## src/rtl/reaction_sequencer.sv

```systemverilog
// Reaction-timer game controller: random wait, stimulus LED, then a timed response
// reported as two BCD digits (10 ms units) with a read strobe for the LED decoder.
//
// state | meaning
// IDLE  | waiting for the first start press
// ARMED | random wait running, stimulus not yet shown
// STIM  | stimulus LED on, response time counting
// SHOW  | result held on c/d with read high
module reaction_sequencer #(
    parameter int          TICK_DIV  = 500000,
    parameter int          DELAY_MIN = 100,
    parameter logic [7:0]  LFSR_SEED = 8'hA5
) (
    input  logic       clk50M,
    input  logic       reset_n,
    input  logic       start,
    input  logic       react,
    output logic [3:0] c,
    output logic [3:0] d,
    output logic       read,
    output logic       stim,
    output logic       false_start,
    output logic       busy
);

    localparam int PRESC_W = $clog2(TICK_DIV);
    localparam int WAIT_W  = $clog2(DELAY_MIN + 64);

    typedef enum logic [1:0] {S_IDLE, S_ARMED, S_STIM, S_SHOW} state_t;

    state_t               state_q, state_d;
    logic [PRESC_W-1:0]   presc_q, presc_d;
    logic [WAIT_W-1:0]    wait_q, wait_d;
    logic [7:0]           lfsr_q, lfsr_d;
    logic                 start_q, react_q;
    logic [3:0]           c_q, c_d, d_q, d_d;
    logic                 fs_q, fs_d;
    logic                 read_q, read_d, stim_q, stim_d, busy_q, busy_d;

    logic                 start_rise, react_rise, tick;
    logic [WAIT_W-1:0]    wait_load;

    assign start_rise = start & ~start_q;
    assign react_rise = react & ~react_q;
    assign tick       = (presc_q == PRESC_W'(TICK_DIV - 1));
    assign wait_load  = WAIT_W'(DELAY_MIN) + WAIT_W'(lfsr_q[5:0]);
    assign lfsr_d     = {lfsr_q[6:0], lfsr_q[7] ^ lfsr_q[5] ^ lfsr_q[4] ^ lfsr_q[3]};

    always_comb begin
        state_d = state_q;
        wait_d  = wait_q;
        c_d     = c_q;
        d_d     = d_q;
        fs_d    = fs_q;
        case (state_q)
            S_IDLE, S_SHOW: begin
                if (start_rise) begin
                    wait_d  = wait_load;
                    c_d     = 4'd0;
                    d_d     = 4'd0;
                    fs_d    = 1'b0;
                    state_d = S_ARMED;
                end
            end
            S_ARMED: begin
                // a press before the stimulus wins even on the expiry cycle
                if (react_rise) begin
                    c_d     = 4'hF;
                    d_d     = 4'hF;
                    fs_d    = 1'b1;
                    state_d = S_SHOW;
                end else if (tick) begin
                    wait_d = wait_q - WAIT_W'(1);
                    if (wait_q <= WAIT_W'(1)) begin
                        c_d     = 4'd0;
                        d_d     = 4'd0;
                        state_d = S_STIM;
                    end
                end
            end
            S_STIM: begin
                if (react_rise) begin
                    state_d = S_SHOW;
                end else if (tick) begin
                    if (d_q == 4'd9 && c_q == 4'd9) begin
                        state_d = S_SHOW;
                    end else if (c_q == 4'd9) begin
                        c_d = 4'd0;
                        d_d = d_q + 4'd1;
                    end else begin
                        c_d = c_q + 4'd1;
                    end
                end
            end
            default: state_d = S_IDLE;
        endcase

        // prescaler restarts on every state entry so ticks are phase-aligned to it
        presc_d = (state_d != state_q || tick) ? '0 : presc_q + PRESC_W'(1);
        read_d  = (state_d == S_SHOW);
        stim_d  = (state_d == S_STIM);
        busy_d  = (state_d == S_ARMED) || (state_d == S_STIM);
    end

    always_ff @(posedge clk50M or negedge reset_n) begin
        if (!reset_n) begin
            state_q <= S_IDLE;
            presc_q <= '0;
            wait_q  <= '0;
            lfsr_q  <= LFSR_SEED;
            start_q <= 1'b0;
            react_q <= 1'b0;
            c_q     <= 4'd0;
            d_q     <= 4'd0;
            fs_q    <= 1'b0;
            read_q  <= 1'b0;
            stim_q  <= 1'b0;
            busy_q  <= 1'b0;
        end else begin
            state_q <= state_d;
            presc_q <= presc_d;
            wait_q  <= wait_d;
            lfsr_q  <= lfsr_d;
            start_q <= start;
            react_q <= react;
            c_q     <= c_d;
            d_q     <= d_d;
            fs_q    <= fs_d;
            read_q  <= read_d;
            stim_q  <= stim_d;
            busy_q  <= busy_d;
        end
    end

    assign c           = c_q;
    assign d           = d_q;
    assign read        = read_q;
    assign stim        = stim_q;
    assign false_start = fs_q;
    assign busy        = busy_q;

endmodule

```

## config.mk

```make
export PLATFORM = sky130hd
export DESIGN_NAME = reaction_sequencer
export DESIGN_NICKNAME = d
export VERILOG_FILES = /design/src/rtl/reaction_sequencer.sv
export SDC_FILE = /design/constraint.sdc
export NUM_CORES = 1
export LEC_CHECK = 0
export BUFFER_PORTS_ARGS = -buffer_cell sky130_fd_sc_hd__clkbuf_2
export CELL_PAD_IN_SITES_DETAIL_PLACEMENT = 1
export CELL_PAD_IN_SITES_GLOBAL_PLACEMENT = 1
export CORE_ASPECT_RATIO = 0.7
export CORE_MARGIN = 4
export CORE_UTILIZATION = 51
export CTS_CLUSTER_DIAMETER = 40
export DETAILED_ROUTE_END_ITERATION = 8
export GPL_TIMING_DRIVEN = 0
export MAX_ROUTING_LAYER = met4
export PLACE_DENSITY_LB_ADDON = 0.1
export SLEW_MARGIN = 30
export SYNTH_ARGS = -nofsm -noshare
export SYNTH_HDL_FRONTEND = slang
export SYNTH_SLANG_ARGS = --single-unit
```

## constraint.sdc

```tcl
create_clock -name clk50M -period 7.2 [get_ports clk50M]
set_clock_uncertainty 0.2 [all_clocks]
set_input_delay 1.44 -clock clk50M [delete_from_list [all_inputs] [get_ports clk50M]]
set_output_delay 1.44 -clock clk50M [all_outputs]
set_load 0.02 [all_outputs]
```

==> summary.md, run 1 <==
| Metric | Value |
|---|---|
| Arr. time, crit path | between 3 and 4 ns |
| Largest net degree at the start of global routing | 52 |
| Initial Util | 53.0% |
| Sequential share of the synthesized area | 46.0% |
| Gpl congestion | 0.841 |
| Drt drc | 0 |
| Main area contributors after synthesis | dfrtp_1 42%, ha_1 5.4%, nor2_1 4.2%, dfstp_2 3.8%, xor2_1 3.8% |
| Worst hold path depth | 0 |
| Commonest non-fill, non-tap cell in the layout | dfrtp_1 |
| Post-Syn Nets | 294 |
| Most frequent cells in the layout | 47 x dfrtp_1, 31 x nor2_1, 21 x nand2_1 |
| Synth warn | 0 |
| DRT Wirelength | approximately 6.3 mm |
| Io pins | 16 |
| Predominant post-synthesis flop cell | dfrtp_1 |
| Critical path, cell by cell | clkbuf_2 > nor2b_1 > clkbuf_1 > nor2_1 > a32o_1 > nand2_1 > clkbuf_1 > nor4_1 > a2111o_1 |
| H-tree levels | 2 |
| Syn Inst Count | roughly 280 |
| Die H | 69.8 um |
| Area grow syn2layout | 9.70% |
| FFs w/ async S/R, synth | 100% |
| Syn Area/Cell | 10.0 sq um |
| Core area | 5260 sq um |
| Status | finished, final reports clean |
| Initial antenna violation count | 0 |
| Drt via density | between 5 and 6 |
| Max Freq | between 200 and 300 MHz |
| Fin crit share | approximately half |
| Die W | slightly below 100 um |
| Synth Cell Area | around 2800 sq um |
| CP Buf/Inv Count | 3 |
| Hold Vio Cnt, Final | 0 |
| First-pass GRT wire length | about 11 mm |
| Shortest period the worst path allows | roughly 3.5 ns |
| Maximum buffer depth of the clock tree | 2 |
| Worst VDD drop | 0.000263 V |
| Slew Viols, Final | 0 |
| CTS sink count | a little over 50 |
| Top cell type's share of synthesized area | a little over two fifths |
| Placement Setup Slack | approximately 3.4 ns |
| Leakage power figure | about 1.3 nW |
| Crit Path Max Fanout | 10 |
| Worst path depth | 9 |
| Post-CTS repair timing setup buffer count | 0 |
| Site row count | 22 |
| Initial DRC Count | 57 |
| Post-DRT Antenna Nets | 0 |
| Distinct cell type count after synthesis | 52 |
| Kind of critical path | input pin to register |
| Startpoint Class | input pin |
| Worst-path clk slew | 0.09 ns |
| Slowest cell delay on critical path | roughly 0.39 ns |
| GR Util All Layers | approximately a fifth |
| Ant diodes | 0 |
| Routed len/inst | between 15 and 20 um |
| CTS root buffer | clkbuf_8 |
| Worst slew margin | between 50% and 60% |
| TNS Setup | 0 ns |
| Detailed Routing Iterations Pass 1 | 4 |
| CTS tree | built |
| Max Cap Viol | 0 |
| Worst slew pin tran | between 0.6 and 0.7 ns |
| Cell family with most CP delay | buffers and inverters |
| Worst Hold Class | register to register |
| Filler Cell Count | ~600 |
| Post-CTS Hold Fix Bufs | 0 |
| Share of layout cells above drive strength 1 | 15.0% |
| CP max-delay cell | a2111o_1 |
| Die area | 6730 sq um |
| Final setup margin | around 3.7 ns |
| Vias post-DR | approximately 2200 |
| Unrepaired setup endpoints after global routing | no |
| Yosys top cell by area | dfrtp_1 |
| EDFF count, synth | 0 |
| FF-to-FF path depth | 9 |
| Post-cts resize count | 0 |
| DP HPWL | ~4.6 mm |
| #FFs+latches synth | 51 |
| Power Density | about 370 nW/um^2 |
| Crit path top cell by count | clkbuf_1 |
| Critical path capture point type | register |
| Setup violators final | 0 |
| CTS buffer count | 5 |
| Total grt overflow | 0 |
| Vias in the first global route | ~2200 |
| NumNets Final | 316 |
| Worst-Skew Late Latency | approximately 0.30 ns |
| CP Data Required Time | around 7 ns |
| Port Buf Inserts | 15 |
logic make-up after synthesis:
group,count (synthesis),share of synthesized area [%]
AOI/OAI and AO/OA,49,12.0
muxes,5,1.98
DFF,51,46.0
and+or+nand+nor,113,23.4
adders and majority gates,12,5.39
xor gates and xnor gates,22,6.91
buffers and inverters,26,4.36
metrics by stage:
step | instance area, sq um | hold slack [ns] | std cells | util (%) | total power [mW]
finish | 3060 | 0.169 | 372 | 58.1 | 1.12
global route | 3060 | 0.183 | 372 | 58.1 | 1.21
CTS | 3060 | 0.179 | 372 | 58.1 | 1.13
detailed placement | 2950 | 0.154 | 365 | 56.2 | 0.934
global placement | 2950 | 0.141 | 365 | 56.1 | 0.912
floorplan | 2790 | 0.133 | 278 | - | 0.789
cells in the mapped netlist, types with 3 or more instances:
library cell	number
nand3_1	13
and2_1	3
nor2_1	31
xnor2_1	10
mux2_2	4
xor2_1	12
nand2b_1	3
nor2_4	8
nand2_1	21
nand4_1	7
a21oi_1	12
ha_1	12
and4_1	5
dfrtp_1	47
and3_1	4
o21ai_0	11
or3_1	3
dfstp_2	4
a221oi_1	3
clkbuf_1	6
inv_1	18
flip-flops by register name, summed over array words and instances (netlist names):
signal       cells
presc_q         19
lfsr_q           8
wait_q           8
c                4
d                4
state_q          2
busy             1
false_start      1
react_q          1
read             1
start_q          1
stim             1
power by group:
part	switching [mW]	internal (mW)	total, mW
clock	0.0916	0.102	0.194
sequential	0.0642	0.342	0.406
combinational	0.336	0.188	0.524
metal layers:
layer	vias up	track usage [%]	wire, um
met5	-	-	0
met4	0	3.73	25
met3	2	4.12	214
met2	31	29.1	2740
met1	1096	32.3	3300
li1	1023	-	-
final timing paths:
check                            from           to  slack (ns)
max                             react    wait_q[6]        3.69
min                         lfsr_q[6]    lfsr_q[7]        0.17
max reg2reg                state_q[1]    wait_q[6]        4.38
min reg2reg                 lfsr_q[6]    lfsr_q[7]        0.17
max in group asynchronous     reset_n    wait_q[3]        5.33
min in group asynchronous     reset_n  presc_q[13]        1.00
layout make-up:
type | instances | area, sq um | share of cell area (%)
Multi-Input combinational cell | 201 | 1380 | 45.3
Sequential cell | 51 | 1280 | 41.9
Tap cell | 72 | 90.1 | 2.95
Timing Repair Buffer | 15 | 77.6 | 2.54
Clock buffer | 6 | 72.6 | 2.37
Inverter | 18 | 67.6 | 2.21
Buffer | 8 | 53.8 | 1.76
Clock inverter | 1 | 30.0 | 0.982
Power figures use the tool's default switching activity.
==> run 2: changes to the inputs <==
ABC_AREA = 1   (was not set)
CORE_UTILIZATION = 41   (was 51)
clock period = 3.1 ns   (was 7.2 ns; I/O delays follow)
==> run 2 against run 1 <==
Effect of this change: first-iteration DRC count up 37%; setup slack worse by 3.3 ns; critical path depth up 4; total power up 120%; synthesized cell count up 18%; final cell count up 19%; critical endpoint is now presc_q[16].
==> summary.md, run 2 <==
| Metric | Value |
|---|---|
| H-tree levels | 2 (unchanged) |
| Ant diodes | 0 (unchanged) |
| Sw Share | 47.3% (+3.6 points) |
| Gpl congestion | 0.863 (+2.6%) |
| Worst-path clk slew | 0.10 ns (about the same) |
| Leakage power figure | 1.42 nW (+6.4%) |
| Kind of critical path | register to register |
| Distinct cell type count after synthesis | 29 (-44%) |
| Largest reg by FF count | presc_q |
| Slew Viols, Final | 0 (unchanged) |
| Power Density | 835 nW/um^2 (+130%) |
| Share of layout cells above drive strength 1 | 13.1% (-1.9 points) |
| Critical path capture point type | register |
| Max Used Layer | met4 |
| Worst slew pin tran | 0.716 ns (+0.0190 ns) |
| Main area contributors after synthesis | dfrtp_1 43%, nand2_1 8.1%, nor2_1 6.3%, xor2_1 5.7%, o21ai_0 5.6% |
| Detailed Routing Iterations Pass 1 | 4 (unchanged) |
| Hold Vio Cnt, Final | 0 (unchanged) |
| Top cell type's share of synthesized area | 42.8% (+0.58 points) |
| Arr. time, crit path | 2.76 ns (-0.74 ns) |
| Post-synthesis adder-cell area fraction | 5.46% (+0.074 points) |
| Fin Hold WS | 0.165 ns (-0.00371 ns) |
| Post-cts resize count | 0 (unchanged) |
| Vias post-DR | 2141 (-0.51%) |
| Largest regs | presc_q: 19 flops, lfsr_q: 8 flops, wait_q: 8 flops |
| CTS tree | built |
| First-pass GRT wire length | 10.7 mm (-1.4%) |
| Drt via density | 4.83 (-16%) |
| DRT Wirelength | 6.19 mm (-1.4%) |
| CTS buffer count | 5 (unchanged) |
| Clock network fraction of total power | 15.5% (-1.7 points) |
| Max Freq | 367 MHz |
| Vias in the first global route | 2189 (-0.046%) |
| Startpoint Class | register |
| DP HPWL | 4.59 mm (-0.71%) |
| Synth Area in Compound Gates | 9.38% (-2.6 points) |
| Tot Pwr | 2.53 mW (+120%) |
| CP Data Required Time | 3.14 ns (-4.05 ns) |
| Worst Hold Class | register to register |
| Largest net degree at the start of global routing | 52 (unchanged) |
| Drt drc | 0 (unchanged) |
| Main combinational cell family by area after synthesis | simple AND/OR/NAND/NOR gates |
| Site row count | 24 (+9.1%) |
| Synth warn | 0 (unchanged) |
| Worst reg2reg setup slack | 0.38 ns (-4.00 ns) |
| Worst VDD drop | 0.000316 V (+20%) |
| Commonest non-fill, non-tap cell in the layout | nand2_1 |
| Core area | 6370 sq um (+21%) |
| Multiplexer area fraction after synthesis | 0% (-2.0 points) |
| Max Cap Viol | 0 (unchanged) |
| Die H | 76.5 um (+9.5%) |
| Initial Util | 43.2% (-9.8 points) |
| Seq pwr share | 36.6% (+0.5 points) |
| Post-CTS Hold Fix Bufs | 0 (unchanged) |
| #FFs+latches synth | 51 (unchanged) |
| XOR/XNOR Fraction of Synth Area | 7.65% (+0.73 points) |
| Worst slew margin | 52.2% (-0.91 points) |
| Predominant post-synthesis flop cell | dfrtp_1 |
| Most frequent cells in the layout | 59 x nand2_1, 47 x dfrtp_1, 46 x nor2_1 |
| Maximum buffer depth of the clock tree | 2 (unchanged) |
| Total grt overflow | 0 (unchanged) |
| WL met1 | 3.33 mm (+1.1%) |
| Shortest period the worst path allows | between 2 and 3 ns |
| Area grow syn2layout | 10.1% |
| Power Internal | 1.33 mW (+110%) |
| Fin crit share | between 80% and 90% |
| Die area | 8100 sq um (+20%) |
| Syn Inst Count | 329 (+18%) |
| Status | finished, final reports clean |
| TNS Setup | 0 ns (unchanged) |
| Io pins | 16 (unchanged) |
| Post-Syn Nets | 345 (+17%) |
| Post-CTS repair timing setup buffer count | 0 (unchanged) |
| Initial antenna violation count | 0 (unchanged) |
| Yosys top cell by area | dfrtp_1 |
| FFs w/ async S/R, synth | 100% (unchanged) |
| Synth Cell Area | 2750 sq um (-1.3%) |
| Crit Path Max Fanout | 10 (unchanged) |
| Setup violators final | 0 (unchanged) |
| GR Util All Layers | 16.9% (-4.1 points) |
| Initial DRC Count | 78 (+37%) |
| Synth Area in Simple Gates | 24.6% (+1.2 points) |
| Unrepaired setup endpoints after global routing | no |
| Syn Area/Cell | 8.36 sq um (-17%) |
| Post-DRT Antenna Nets | 0 (unchanged) |
| Die W | 106 um (+9.9%) |
| Combinational fraction of design power | 47.9% (+1.3 points) |
| CTS sink count | 51 (unchanged) |
| EDFF count, synth | 0 (unchanged) |
| Wire length on met2 | 2.67 mm (-2.7%) |
| DR WL met3 | 135 um (-37%) |
| Routed len/inst | 14.0 um (-17%) |
| CTS root buffer | clkbuf_8 |
| Sequential share of the synthesized area | 46.6% (+0.63 points) |
| NumNets Final | 367 (+16%) |
| Most common cell in the netlist | nand2_1 |
| Net Switching | 1.20 mW (+140%) |
| Worst-Skew Late Latency | 0.31 ns (about the same) |
| Port Buf Inserts | 15 (unchanged) |
| Max reg flops | 19 (unchanged) |
| Commonest cells in the netlist | 59 x nand2_1, 47 x dfrtp_1, 46 x nor2_1, 38 x inv_1, 31 x o21ai_0 |
==> run 2: worst paths after layout <==
check / start / end / depth (start not counted)
worst max-delay path: state_q[0] / presc_q[16] / 13
worst min-delay path: lfsr_q[6] / lfsr_q[7] / 0
worst max register to register: state_q[0] / presc_q[16] / 13
worst min register to register: lfsr_q[6] / lfsr_q[7] / 0
max in group asynchronous: reset_n / false_start / 1
min in group asynchronous: reset_n / presc_q[14] / 1
==> run 2: through the flow <==
stage,cell area (sq um),std cells,util [%],setup WS [ns]
6_report,3030,443,47.5,0.379
5_1_grt,3030,443,47.5,0.115
4_1_cts,3030,443,47.5,0.352
3_5_place_dp,2940,435,46.2,0.326
3_3_place_gp,2940,435,46.1,0.376
2_1_floorplan,2750,329,-,0.923
==> run 2: critical path: stages, from the launching register on <==
cell	delay [ns]
dfrtp_1	0.45
inv_1	0.10
ha_1	0.35
inv_1	0.09
clkbuf_1	0.37
nand2_1	0.10
nor2_1	0.16
nand2_1	0.09
nand2_2	0.10
nor2_1	0.06
nor2_2	0.12
nand3_4	0.16
buf_6	0.20
nor2_2	0.10
==> run 2: logic make-up (layout without fill, tap and decap cells) <==
| kind of cell | Yosys count | after routing |
|---|---|---|
| flip-flops | 51 | 51 |
| XOR/XNOR | 24 | 24 |
| buffers and inverters | 44 | 67 |
| AO/OA/AOI/OAI | 47 | 47 |
| adder cells (fa/ha/maj) | 12 | 12 |
| AND/OR/NAND/NOR | 151 | 151 |
==> run 2: layout make-up <==
cell class                      instances  area (sq um)
Buffer                                  5          27.5
Clock buffer                            6          72.6
Clock inverter                          2          13.8
Fill cell                             800          3340
Inverter                               39           146
Multi-Input combinational cell        234          1290
Sequential cell                        51          1280
Tap cell                               91           114
Timing Repair Buffer                   15          77.6
==> run 2: power by group through the flow <==
| stage | Combinational, mW | Clock [mW] | Sequential, mW |
|---|---|---|---|
| after floorplan | 0.812 | 0 | 0.985 |
| after CTS | 1.24 | 0.407 | 0.928 |
| after detailed placement | 1.23 | 0 | 0.940 |
| after global routing | 1.39 | 0.445 | 0.952 |
| final | 1.21 | 0.391 | 0.926 |
| after global placement | 1.19 | 0 | 0.939 |
==> run 2: metal layers <==
layer | vias to the layer above | track usage, %
li1 | 1092 | -
met1 | 1028 | 24.2
met2 | 15 | 24.8
met3 | 6 | 3.30
met4 | 0 | 3.75
met5 | - | -
==> run 3: changes to the inputs <==
CORE_UTILIZATION = 25   (was 41)
clock period = 3.4 ns   (was 3.1 ns; I/O delays follow)
==> run 3 against run 2 <==
Effect of this change: flip-flop and latch count unchanged; largest cell class unchanged; non-clock buffer count up 1; hold slack worse by 0.055 ns.
==> summary.md, run 3 (synthesis gave the netlist of run 2 again) <==
| Metric | Value |
|---|---|
| CTS root buffer | clkbuf_16 |
| Initial DRC Count | 78 (unchanged) |
| Initial Util | 26.1% (-17 points) |
| Detailed Routing Iterations Pass 1 | 4 (unchanged) |
| Wire length on met2 | 2.50 mm (-6.5%) |
| Power Density | 786 nW/um^2 (-5.9%) |
| Largest net degree at the start of global routing | 32 (-38%) |
| CTS sink count | 51 (unchanged) |
| Initial antenna violation count | 0 (unchanged) |
| Worst slew pin tran | 0.595 ns (-0.121 ns) |
| Crit Path Max Fanout | 10 (unchanged) |
| Status | finished, final reports clean |
| Tot Pwr | 2.50 mW (-1.1%) |
| Arr. time, crit path | 2.78 ns (+0.02 ns) |
| Worst slew margin | 60.3% (+8.0 points) |
| Leakage power figure | 1.46 nW (+2.7%) |
| Max Freq | 364 MHz (-1.1%) |
| Vias post-DR | 2177 (+1.7%) |
| Worst VDD drop | 0.000291 V (-8.1%) |
| Routed len/inst | 13.7 um (-1.8%) |
| Max Cap Viol | 0 (unchanged) |
| Slew Viols, Final | 0 (unchanged) |
| Ant diodes | 0 (unchanged) |
| Kind of critical path | register to register |
| Seq pwr share | 34.1% (-2.5 points) |
| Post-DRT Antenna Nets | 0 (unchanged) |
| Shortest period the worst path allows | 2.75 ns (+0.0292 ns) |
| Setup violators final | 0 (unchanged) |
| Site row count | 31 (+29%) |
| TNS Setup | 0 ns (unchanged) |
| Placed instance count | 493 (+13%) |
| Drt via density | 4.35 (-10%) |
| Hold Vio Cnt, Final | 0 (unchanged) |
| Placement Setup Slack | 0.555 ns (+0.229 ns) |
| Worst reg2reg setup slack | 0.65 ns (+0.27 ns) |
| Power Internal | 1.35 mW (+1.4%) |
| Critical path capture point type | register |
| WL met1 | 4.11 mm (+23%) |
| Total grt overflow | 0 (unchanged) |
| Fin Hold WS | 0.111 ns (-0.0548 ns) |
| Fin crit share | 80.9% (-6.9 points) |
| Max reg flops | 19 (unchanged) |
| Die W | 133 um (+26%) |
| Worst-path clk slew | 0.08 ns (-0.02 ns) |
| Startpoint Class | register |
| Combinational fraction of design power | 44.9% (-3.0 points) |
| Maximum buffer depth of the clock tree | 2 (unchanged) |
| H-tree levels | 2 (unchanged) |
| Share of layout cells above drive strength 1 | 13.6% (+0.53 points) |
| Reg2Reg Launch Point | state_q[0] |
| Unrepaired setup endpoints after global routing | no |
| GR Util All Layers | 12.0% (-4.9 points) |
| First-pass GRT wire length | 11.7 mm (+8.6%) |
| Port Buf Inserts | 15 (unchanged) |
| DR WL met3 | 202 um (+50%) |
| Largest reg by FF count | presc_q |
| DP HPWL | 5.08 mm (+11%) |
| Cell Area, Placed | 3030 sq um (+3.1%) |
| Most frequent cells in the layout | 59 x nand2_1, 47 x dfrtp_1, 46 x nor2_1 |
| Post-CTS repair timing setup buffer count | 0 (unchanged) |
| Layout Cells excl Fill | 501 (+13%) |
| Final setup margin | 0.649 ns (+0.271 ns) |
| Drt drc | 0 (unchanged) |
| Largest regs | presc_q: 19 flops, lfsr_q: 8 flops, wait_q: 8 flops |
| NumNets Final | 368 (+0.27%) |
| Post-cts resize count | 0 (unchanged) |
| DRT Wirelength | 6.88 mm (+11%) |
| Area grow syn2layout | 15.7% |
| Sw Share | 46.0% (-1.3 points) |
| Post-CTS Hold Fix Bufs | 0 (unchanged) |
| CP Data Required Time | 3.43 ns (+0.29 ns) |
| Reg-to-Reg End | presc_q[10] |
| Max Used Layer | met4 |
| Worst Hold Class | input pin to async pin |
| Commonest non-fill, non-tap cell in the layout | nand2_1 |
| Core area | 10600 sq um (+66%) |
| Worst-Skew Late Latency | 0.30 ns (about the same) |
| Net Switching | 1.15 mW (-3.9%) |
| Vias in the first global route | 2197 (+0.37%) |
| Gpl congestion | 0.764 (-12%) |
| CTS tree | built |
| Final instance area | 3180 sq um (+5.0%) |
| Io pins | 16 (unchanged) |
| Die area | 12800 sq um (+58%) |
| Post-layout util | 30.1% (-17 points) |
| Clock network fraction of total power | 21.0% (+5.5 points) |
| Die H | 95.7 um (+25%) |
| CTS buffer count | 5 (unchanged) |
| Setup crit start | state_q[0] |
| FF-to-FF path depth | 13 (unchanged) |
-- run 3: cell count changes in the layout (fill, tap and decap cells not counted), sizes merged --
cell	change
inv	+1
buf	+1
clkbuf	-1
-- run 3: power by group through the flow --
| stage | sequential (mW) | clock, mW | combinational (mW) |
|---|---|---|---|
| 2_1_floorplan | 0.898 | 0 | 0.740 |
| 3_3_place_gp | 0.863 | 0 | 1.14 |
| 3_5_place_dp | 0.863 | 0 | 1.15 |
| 4_1_cts | 0.853 | 0.549 | 1.16 |
| 5_1_grt | 0.876 | 0.576 | 1.30 |
| 6_report | 0.852 | 0.526 | 1.12 |
-- run 3: layer usage --
metal  global-route usage (%)  up-vias
met5                        -        -
met3                     2.82        7
li1                         -     1103
met2                     15.8       23
met1                     18.3     1044
met4                     3.17        0
-- run 3: critical path, cell delays in order, from the launching register on --
cell,delay [ns]
dfrtp_1,0.44
inv_1,0.10
ha_1,0.35
inv_1,0.09
clkbuf_1,0.41
nand2_1,0.10
nor2_1,0.18
nand2_1,0.09
nand2_2,0.10
nor2_1,0.06
nor2_2,0.12
nand3_4,0.15
buf_6,0.20
nor2_2,0.08
-- run 3: worst max path at each step --
stage | cells past startpoint | slack, ns | to
3_3_place_gp | 11 | 0.47 | wait_q[2]
2_1_floorplan | 13 | 1.22 | presc_q[9]
3_5_place_dp | 11 | 0.55 | wait_q[2]
4_1_cts | 13 | 0.57 | presc_q[10]
5_1_grt | 13 | 0.34 | presc_q[10]
6_report | 13 | 0.65 | presc_q[10]
-- run 3: layout make-up --
cell class	instances	area, sq um
Buffer	5	27.5
Clock buffer	5	125
Clock inverter	3	22.5
Fill cell	1269	7370
Inverter	39	146
Multi-Input combinational cell	234	1290
Sequential cell	51	1280
Tap cell	148	185
Timing Repair Buffer	16	97.6
